===== config.mk =====
export PLATFORM = sky130hd
export DESIGN_NAME = aes_round_sequencer
export DESIGN_NICKNAME = d
export VERILOG_FILES = /design/src/rtl/aes_round_sequencer.sv
export SDC_FILE = /design/constraint.sdc
export NUM_CORES = 1
export LEC_CHECK = 0
export BUFFER_PORTS_ARGS = -buffer_cell sky130_fd_sc_hd__buf_2
export CORE_AREA = 2 2 254 256
export CTS_CLUSTER_DIAMETER = 100
export CTS_CLUSTER_SIZE = 40
export DETAILED_ROUTE_END_ITERATION = 7
export DIE_AREA = 0 0 256 258
export GPL_TIMING_DRIVEN = 0
export PLACE_DENSITY = 0.56
export RECOVER_POWER = 100
export SYNTH_ARGS = -nofsm -noshare
export SYNTH_HDL_FRONTEND = slang
export SYNTH_SLANG_ARGS = --single-unit

===== constraint.sdc =====
create_clock -name clk -period 3 [get_ports clk]
set_input_delay 0.3 -clock clk [delete_from_list [all_inputs] [get_ports clk]]
set_output_delay 0.3 -clock clk [all_outputs]
set_load 0.05 [all_outputs]

===== src/rtl/aes_round_sequencer.sv =====
// Iterative AES-128 round sequencer: one shared round datapath reused for NR rounds per block.
// Optional macro AES_KEY_STALL_EN adds rk_valid so the key schedule can stall the sequence.
module aes_round_sequencer #(
  parameter int NR = 10
) (
  input  logic           clk,
  input  logic           reset,
  input  logic           start,
  output logic           ready,
  input  logic [0:127]   plaintext,
  output logic [3:0]     round_idx,
  input  logic [0:127]   round_key,
  output logic [0:127]   sb_in,
  input  logic [0:127]   sb_out,
  output logic [0:127]   ciphertext,
  output logic           done
`ifdef AES_KEY_STALL_EN
  ,
  input  logic           rk_valid
`endif
);

  typedef enum logic [1:0] {IDLE, ROUND, FINAL, DONE} fsm_t;

  localparam logic [3:0] LAST_MID = 4'(NR - 1);
  localparam logic [3:0] LAST_IDX = 4'(NR);

  fsm_t         fsm, fsm_nxt;
  logic [3:0]   cnt, cnt_nxt;
  logic [0:127] st, st_nxt;
  logic [0:127] ct_nxt;
  logic         adv;

  function automatic logic [7:0] xtime(input logic [7:0] b);
    return {b[6:0], 1'b0} ^ (b[7] ? 8'h1b : 8'h00);
  endfunction

  // byte (r+4c) is row r, column c; row r rotates left by r columns
  function automatic logic [0:127] shift_rows(input logic [0:127] s);
    logic [0:127] o;
    o = '0;
    for (int c = 0; c < 4; c++)
      for (int r = 0; r < 4; r++)
        o[8*(r+4*c) +: 8] = s[8*(r+4*((c+r)%4)) +: 8];
    return o;
  endfunction

  function automatic logic [0:127] mix_columns(input logic [0:127] s);
    logic [0:127] o;
    logic [7:0]   a0, a1, a2, a3;
    o = '0;
    for (int c = 0; c < 4; c++) begin
      a0 = s[32*c +: 8];
      a1 = s[32*c+8 +: 8];
      a2 = s[32*c+16 +: 8];
      a3 = s[32*c+24 +: 8];
      o[32*c +: 8]    = xtime(a0) ^ xtime(a1) ^ a1 ^ a2 ^ a3;
      o[32*c+8 +: 8]  = a0 ^ xtime(a1) ^ xtime(a2) ^ a2 ^ a3;
      o[32*c+16 +: 8] = a0 ^ a1 ^ xtime(a2) ^ xtime(a3) ^ a3;
      o[32*c+24 +: 8] = xtime(a0) ^ a0 ^ a1 ^ a2 ^ xtime(a3);
    end
    return o;
  endfunction

`ifdef AES_KEY_STALL_EN
  assign adv = rk_valid;
`else
  assign adv = 1'b1;
`endif

  always_comb begin
    fsm_nxt = fsm;
    cnt_nxt = cnt;
    st_nxt  = st;
    ct_nxt  = ciphertext;
    case (fsm)
      IDLE: begin
        if (start && adv) begin
          st_nxt  = plaintext ^ round_key;
          cnt_nxt = 4'd1;
          fsm_nxt = (NR == 1) ? FINAL : ROUND;
        end
      end
      ROUND: begin
        if (adv) begin
          st_nxt  = mix_columns(shift_rows(sb_out)) ^ round_key;
          cnt_nxt = cnt + 4'd1;
          if (cnt == LAST_MID)
            fsm_nxt = FINAL;
        end
      end
      FINAL: begin
        if (adv) begin
          ct_nxt  = shift_rows(sb_out) ^ round_key;
          fsm_nxt = DONE;
        end
      end
      DONE: begin
        cnt_nxt = '0;
        fsm_nxt = IDLE;
      end
      default: fsm_nxt = IDLE;
    endcase
  end

  // round_idx depends only on registered state so the key-schedule path has no loop
  always_comb begin
    round_idx = '0;
    case (fsm)
      ROUND:   round_idx = cnt;
      FINAL:   round_idx = LAST_IDX;
      default: round_idx = '0;
    endcase
  end

  assign ready = (fsm == IDLE);
  assign done  = (fsm == DONE);
  assign sb_in = st;

  always_ff @(posedge clk) begin
    if (reset) begin
      fsm        <= IDLE;
      cnt        <= '0;
      st         <= '0;
      ciphertext <= '0;
    end else begin
      fsm        <= fsm_nxt;
      cnt        <= cnt_nxt;
      st         <= st_nxt;
      ciphertext <= ct_nxt;
    end
  end

endmodule


==> flow_metrics.env, run 1 <==
export IMPL_io_pins=649
export IMPL_totalWireLength_mm=90.21
export IMPL_grt_pass1_vias=17380
export IMPL_die_w_microns=256
export IMPL_synth_top_flop_cell="dfxtp_1"
export IMPL_via_per_inst=5.135
export IMPL_rrSetupSlack_ps=100
export IMPL_cts_hold_fix_buffers=0
export IMPL_antenna_found_initial=14
export IMPL_num_vias=17190
export IMPL_syn_to_final_growth_pct=24.81
export IMPL_clock_latency_ps=580
export IMPL_hold_viol_final=0
export IMPL_first_pass_iters=5
export IMPL_worstPathRequired_ps=3480
export IMPL_clk_pin_slew_ps=100
export IMPL_grt_start_max_net_pins=26
export IMPL_arrival_ps=3370
export IMPL_finalClockSkew_ps=19.67
export IMPL_avgSynthCellArea_sq_um=9.698
export IMPL_startpoint_type="flip-flop"
export IMPL_portBuffers=601
export IMPL_relSlewSlack=0.1150
export IMPL_worstReg2RegStart="fsm[0]$_SDFFE_PP0P_"
export IMPL_criticalPathCategory="reg2reg"
export IMPL_dieArea_sq_um=66050
export IMPL_dp_hpwl_mm=71.83
export IMPL_final_antenna_net_count=0
export IMPL_pre_cts_ws_ps=-460.8
export IMPL_ys_seq_area_frac=0.2923
export IMPL_htree_levels=1
export IMPL_r2r_cells=9
export IMPL_coreArea_sq_um=63650
export IMPL_mostFrequentLayoutCells="buf_2 (381), xnor2_1 (378), clkbuf_1 (359), dfxtp_1 (262), nor2_1 (169)"
export IMPL_run_status="finished clean"
export IMPL_crit_path_start="fsm[0]$_SDFFE_PP0P_"
export IMPL_grt_pass1_wl_mm=126.3
export IMPL_async_flop_share=0
export IMPL_grt_use_total=0.2610
export IMPL_p_leak_nw=8.690
export IMPL_final_min_clock_period_ps=2897
export IMPL_drc=0
export IMPL_holdCritPathClass="in2reg"
export IMPL_cts_root_buf="clkbuf_16"
export IMPL_yosys_warnings=0
export IMPL_final_fill_count=6813
export IMPL_ir_worst_vdd_v=0.0006203
export IMPL_crit_fanout=12
export IMPL_initial_utilization=0.2819
export IMPL_syn_area_sq_um=17940
export IMPL_report_final_slew_viol_count=0
export IMPL_max_freq_mhz=345.2
export IMPL_grt_remaining_overflow=0
export IMPL_synth_cells=1850
export IMPL_finalCritPeriodShare=0.9658
export IMPL_layout_drive_gt1_share=0.1890
export IMPL_synth_edff_count=0
export IMPL_cts_buffer_depth=3
export IMPL_tightest_slew_ps=1328
export IMPL_cts_tree="yes"
export IMPL_die_h_microns=258
export IMPL_nNetsFinal=2864
export IMPL_cap_violations=0
export IMPL_cp_endpoint="sb_in[62]$_SDFFE_PP0P_"
export IMPL_rsz0062_at_grt="false"
export IMPL_ys_ff_latch=262
export IMPL_cts_setup_buffers=0
export IMPL_core_rowCount=93
export IMPL_setup_worst_path_end_class="flip-flop"
export IMPL_layout_commonest_cell="buf_2"
export IMPL_wl_per_cell_microns=26.95
export IMPL_setup_slack_ps=102.7
export IMPL_setup_viol=0
export IMPL_numCtsBuffers=18
export IMPL_place_gp_congestion=0.9120
export IMPL_drt_iter0_drc=1374
export IMPL_rr_endpoint="sb_in[62]$_SDFFE_PP0P_"
export IMPL_cts_sink_count=262
export IMPL_powerDensity_nw_per_um2=1035
export IMPL_synth_nets=2244
export IMPL_ys_types=47
export IMPL_fin_util=0.3518
registers in the layout, summed over array words and instances, names as in the netlist:
register and count:
ciphertext 128, cnt 4, fsm 2, sb_in 128
cell families after synthesis:
family | after synthesis | share of synthesized area
flops | 262 | 0.2923
simple gates | 505 | 0.1644
compound gates | 233 | 0.09785
fa+ha+maj | 7 | 0.004882
mux | 76 | 0.04240
buf+inv | 178 | 0.04219
xor+xnor | 589 | 0.3560
cell usage after synthesis (4+ instances only):
master	instances	area (sq um)
a21oi_1	15	75.07
xor2_1	117	1025
xor2_2	9	146.4
nor3_1	6	30.03
mux2i_1	76	760.7
a211o_1	10	87.58
a222oi_1	25	250.2
clkbuf_2	5	25.02
xor3_1	19	451.7
o21ai_0	12	60.06
xnor2_1	378	3311
ha_1	7	87.58
nor4_1	11	68.82
nand2_1	19	71.32
xnor3_1	57	1284
clkbuf_1	110	412.9
dfxtp_1	262	5245
a22oi_1	15	112.6
a211oi_1	130	975.9
nor3b_1	23	172.7
buf_1	11	41.29
inv_1	5	18.77
buf_2	42	210.2
a22o_1	4	35.03
nor2_1	172	645.6
nand4b_1	65	569.3
nand3b_1	68	510.5
or4_1	65	488.0
nand3_1	66	330.3
o22ai_1	12	75.07
xnor2_2	7	113.9
stage by stage:
step                TNS (ps)  power, mW  cell area, sq um  std cells  hold slack [ps]
floorplan                  0      15.54             17940       1850            456.1
global placement      -28480      20.45             22020       3306            439.5
detailed placement    -30450      20.61             22020       3306            444.7
CTS                   -48.14      23.58             22670       3336            14.10
global route               0      24.24             22380       3343            31.72
finish                     0      23.18             22390       3347            42.10
layer usage:
layer | GRT usage | vias up | routed length, microns
met5 | 0 | - | 72
met4 | 0.06092 | 10 | 1996
met1 | 0.3337 | 8549 | 38680
li1 | - | 7817 | -
met2 | 0.4588 | 700 | 43910
met3 | 0.04309 | 110 | 5556
layout make-up:
| cell class | count | area [sq um] | area share |
|---|---|---|---|
| Clock buffer | 22 | 516.7 | 0.02308 |
| Tap cell | 855 | 1070 | 0.04777 |
| Inverter | 5 | 18.77 | 0.0008381 |
| Antenna cell | 10 | 25.02 | 0.001118 |
| Clock inverter | 10 | 102.6 | 0.004582 |
| Timing Repair Buffer | 602 | 2691 | 0.1202 |
| Sequential cell | 262 | 5245 | 0.2342 |
| Buffer | 171 | 772.0 | 0.03448 |
| Multi-Input combinational cell | 1410 | 11950 | 0.5337 |
power by group:
part | switching, mW | total, mW | internal, mW
clock network | 1.60 | 2.90 | 1.29
logic | 11.0 | 14.7 | 3.68
registers | 0.792 | 5.59 | 4.80
how the worst min path moves through the flow:
stage                                      start                      to  slack (ps)  cells past startpoint
after global routing               round_key[77]  sb_in[77]$_SDFFE_PP0P_          30                      3
after floorplan              cnt[2]$_SDFFE_PP0P_     cnt[2]$_SDFFE_PP0P_         460                      2
after CTS                          round_key[77]  sb_in[77]$_SDFFE_PP0P_          10                      3
final                               round_key[9]   sb_in[9]$_SDFFE_PP0P_          40                      3
after global placement    sb_in[52]$_SDFFE_PP0P_  sb_in[52]$_SDFFE_PP0P_         440                      2
after detailed placement  sb_in[51]$_SDFFE_PP0P_  sb_in[51]$_SDFFE_PP0P_         440                      2
worst max-delay path: stages, from the launching register on:
cell and delay, ps:
dfxtp_1 350, inv_1 120, ha_2 410, nor2b_1 390, or2_4 290, buf_6 230, buf_4 280, buf_2 400
a222oi_1 180, nor2_1 150
timing repair:
action | in CTS | in global routing
pin swaps | 0 | 0
resized for setup | 20 | 18
gates cloned | 0 | 0
setup endpoints to repair | 126 | 91
No activity file was read; power rests on OpenSTA's default activity.
==> run 2: changes to the inputs <==
--- a/config.mk
+++ b/config.mk
@@ -6,12 +6,13 @@
 export NUM_CORES = 1
 export LEC_CHECK = 0
+export ABC_AREA = 1
 export BUFFER_PORTS_ARGS = -buffer_cell sky130_fd_sc_hd__buf_2
-export CORE_AREA = 2 2 254 256
+export CORE_AREA = 2 2 252 254
 export CTS_CLUSTER_DIAMETER = 100
 export CTS_CLUSTER_SIZE = 40
 export DETAILED_ROUTE_END_ITERATION = 7
-export DIE_AREA = 0 0 256 258
+export DIE_AREA = 0 0 254 256
 export GPL_TIMING_DRIVEN = 0
-export PLACE_DENSITY = 0.56
+export PLACE_DENSITY = 0.64
 export RECOVER_POWER = 100
 export SYNTH_ARGS = -nofsm -noshare
==> constraint.sdc (replaced) <==
create_clock -name clk -period 3 [get_ports clk]
set_input_delay 0.3 -clock clk [delete_from_list [all_inputs] [get_ports clk]]
set_output_delay 0.3 -clock clk [all_outputs]
set_load 0.02 [all_outputs]
==> run 2 against run 1 <==
  * Wire length rose by 16%
  * Register-to-register slack better by 80 ps
  * Hold slack better by 2.0 ps
  * Sequential share of layout area fell by 3.8 points
  * Global-route usage increased by 4.7 points
  * Critical path depth grew 1
  * Flip-flop and latch count is the same
  * Worst setup slack improved by 84 ps
  * Core utilization increased by 7.6 points
  * Clock power is 4% higher
  * Critical path type unchanged
  * Largest power group unchanged
  * Highest routed layer unchanged
==> flow_metrics.env, run 2 <==
export IMPL_run_status="finished clean"
export IMPL_syn_to_final_growth_pct=19.35
export IMPL_synth_edff_count=0
export IMPL_slowest_stage="clkbuf_1"
export IMPL_place_gp_congestion=0.9592
export IMPL_final_fill_count=7178
export IMPL_totalWireLength_mm=104.2
export IMPL_antenna_found_initial=27
export IMPL_cap_violations=0
export IMPL_final_instance_count_excl_fill=5633
export IMPL_p_leak_nw=16.19
export IMPL_grt_pass1_wl_mm=151.7
export IMPL_async_flop_share=0
export IMPL_yosysMostFrequentCell="nand2_1"
export IMPL_syn_area_sq_um=22360
export IMPL_ys_types=29
export IMPL_cpLargestDelayFamily="buffers and inverters"
export IMPL_hold_viol_final=0
export IMPL_portBuffers=570
export IMPL_grt_pass1_vias=24710
export IMPL_yosys_warnings=0
export IMPL_max_freq_mhz=355.5
export IMPL_path_cells="inv_1 -> ha_1 -> inv_2 -> nor2_2 -> a21oi_2 -> clkbuf_1 -> clkbuf_1 -> nand2_1 -> nor2_1 -> nor2_1"
export IMPL_cts_buffer_depth=3
export IMPL_grt_remaining_overflow=0
export IMPL_holdCritPathClass="in2reg"
export IMPL_first_pass_iters=7
export IMPL_synth_top_flop_cell="dfxtp_1"
export IMPL_coreArea_sq_um=62390
export IMPL_via_per_inst=4.977
export IMPL_setup_viol=0
export IMPL_num_vias=28030
export IMPL_place_area_sq_um=26310
export IMPL_cts_tree="yes"
export IMPL_initial_utilization=0.3585
export IMPL_layout_commonest_cell="nand2_1"
export IMPL_synth_area_leaders="nand2_1 (29%), dfxtp_1 (23%), nand3_1 (10%), inv_1 (9.0%), nor2_1 (6.0%)"
export IMPL_synth_nets=4560
export IMPL_cts_hold_fix_buffers=0
export IMPL_hold_slack_ps=44.10
export IMPL_drc=0
export IMPL_synth_cells=4166
export IMPL_dieArea_sq_um=65020
export IMPL_setup_slack_ps=187.1
export IMPL_layout_drive_gt1_share=0.1092
export IMPL_htree_levels=1
export IMPL_die_h_microns=256
export IMPL_setup_worst_path_end_class="flip-flop"
export IMPL_clock_latency_ps=560
export IMPL_finalInstanceArea_sq_um=26690
export IMPL_cts_root_buf="clkbuf_16"
export IMPL_io_pins=649
export IMPL_nNetsFinal=5151
export IMPL_startpoint_type="flip-flop"
export IMPL_finalCritPeriodShare=0.9376
export IMPL_arrival_ps=3260
export IMPL_yosys_area_top_type_share=0.2925
export IMPL_wl_per_cell_microns=18.50
export IMPL_path_buf_inv=4
export IMPL_dp_hpwl_mm=81.67
export IMPL_core_rowCount=92
export IMPL_clk_pin_slew_ps=110
export IMPL_cts_sink_count=262
export IMPL_final_antenna_net_count=0
export IMPL_worstPathRequired_ps=3450
export IMPL_powerDensity_nw_per_um2=812.2
export IMPL_finalClockSkew_ps=30.14
export IMPL_pre_cts_ws_ps=-123.2
export IMPL_report_final_slew_viol_count=0
export IMPL_relSlewSlack=0.2140
export IMPL_ir_worst_vdd_v=0.0006220
export IMPL_rsz0062_at_grt="false"
export IMPL_ys_top_cells_by_count="nand2_1 (1743), inv_1 (539), nand3_1 (466)"
export IMPL_numCtsBuffers=19
export IMPL_place_inst=5583
export IMPL_criticalPathCategory="reg2reg"
export IMPL_grt_use_total=0.3080
export IMPL_drt_iter0_drc=2911
export IMPL_die_w_microns=254
export IMPL_avgSynthCellArea_sq_um=5.368
export IMPL_crit_fanout=10
export IMPL_ys_seq_area_frac=0.2345
export IMPL_tightest_slew_ps=1179
export IMPL_mostFrequentLayoutCells="nand2_1 (1743), inv_1 (540), nand3_1 (466), buf_2 (421), nor2_1 (357)"
export IMPL_cp_slowest_stage_delay_ps=650
export IMPL_yosysTopAreaCell="nand2_1"
export IMPL_fin_util=0.4278
export IMPL_ys_ff_latch=262
export IMPL_grt_start_max_net_pins=31
export IMPL_final_min_clock_period_ps=2813
==> run 2: changes by cell type after synthesis, sizes merged, moves of 76 or more <==
cell    previous run  this run
buf               58       156
mux2i             76         0
nand3             66       466
o21ai             12       262
nor2             172       358
a211oi           130         2
inv                5       551
nand2             19      1743
xnor2            387        29
==> run 2: routing by layer <==
| layer | wire (microns) | up-vias | GRT usage |
|---|---|---|---|
| li1 | - | 13890 | - |
| met1 | 43520 | 12700 | 0.4038 |
| met2 | 47270 | 1216 | 0.5034 |
| met3 | 9133 | 207 | 0.04576 |
| met4 | 4185 | 18 | 0.1255 |
| met5 | 97 | - | 0 |
==> run 2: final timing paths <==
check	from	end	slack [ps]	cells after the start
max	fsm[0]$_SDFFE_PP0P_	sb_in[98]$_SDFFE_PP0P_	190	10
min	round_key[22]	sb_in[22]$_SDFFE_PP0P_	40	5
max reg2reg	fsm[0]$_SDFFE_PP0P_	sb_in[98]$_SDFFE_PP0P_	190	10
min reg2reg	sb_in[48]$_SDFFE_PP0P_	sb_in[48]$_SDFFE_PP0P_	530	2
==> run 2: kinds of logic (layout without fill, tap and decap cells) <==
family / Yosys count / in the layout / share of synthesized area
AO/OA/AOI/OAI: 344 / 344 / 0.08068
XOR/XNOR: 181 / 181 / 0.07089
adder cells (fa/ha/maj): 7 / 7 / 0.003916
buffers and inverters: 760 / 1363 / 0.1394
flip-flops: 262 / 262 / 0.2345
other: 0 / 18 / 0
AND/OR/NAND/NOR: 2612 / 2612 / 0.4706
==> run 2: per-stage QoR <==
stage	setup TNS, ps	total power [mW]
finish	0	21.68
global route	0	23.20
CTS	0	22.09
detailed placement	-235.6	18.99
global placement	-144.1	18.88
floorplan	0	13.72
==> run 2: report_power, final <==
part | internal [mW] | switching [mW] | total [mW]
clock network | 1.33 | 1.70 | 3.03
registers | 4.97 | 0.846 | 5.82
logic | 3.42 | 9.41 | 12.8
==> run 2: final cells by class <==
class | count | area (sq um) | area share
clock inverters | 13 | 201.4 | 0.007547
clock buffers | 20 | 489.2 | 0.01833
repair buffers | 571 | 2555 | 0.09572
flip-flops and latches | 262 | 5245 | 0.1965
multi-input cells | 3144 | 14000 | 0.5246
inverters | 553 | 2078 | 0.07786
plain buffers | 206 | 1016 | 0.03806
well taps | 846 | 1059 | 0.03966
diodes | 18 | 45.04 | 0.001688
==> run 2: worst register-to-register path, delay by kind of cell (launching register included) <==
kind | cells | cell delay, ps
buffers and inverters | 4 | 1480
and+or+nand+nor | 4 | 450
DFF | 1 | 360
adders and majority gates | 1 | 250
AOI/OAI and AO/OA | 1 | 150
==> run 2: what timing repair did <==
item | in CTS | in global routing
endpoints found under the setup margin | 2 | 0
resized for setup | 1 | 0
setup buffers | 0 | 0
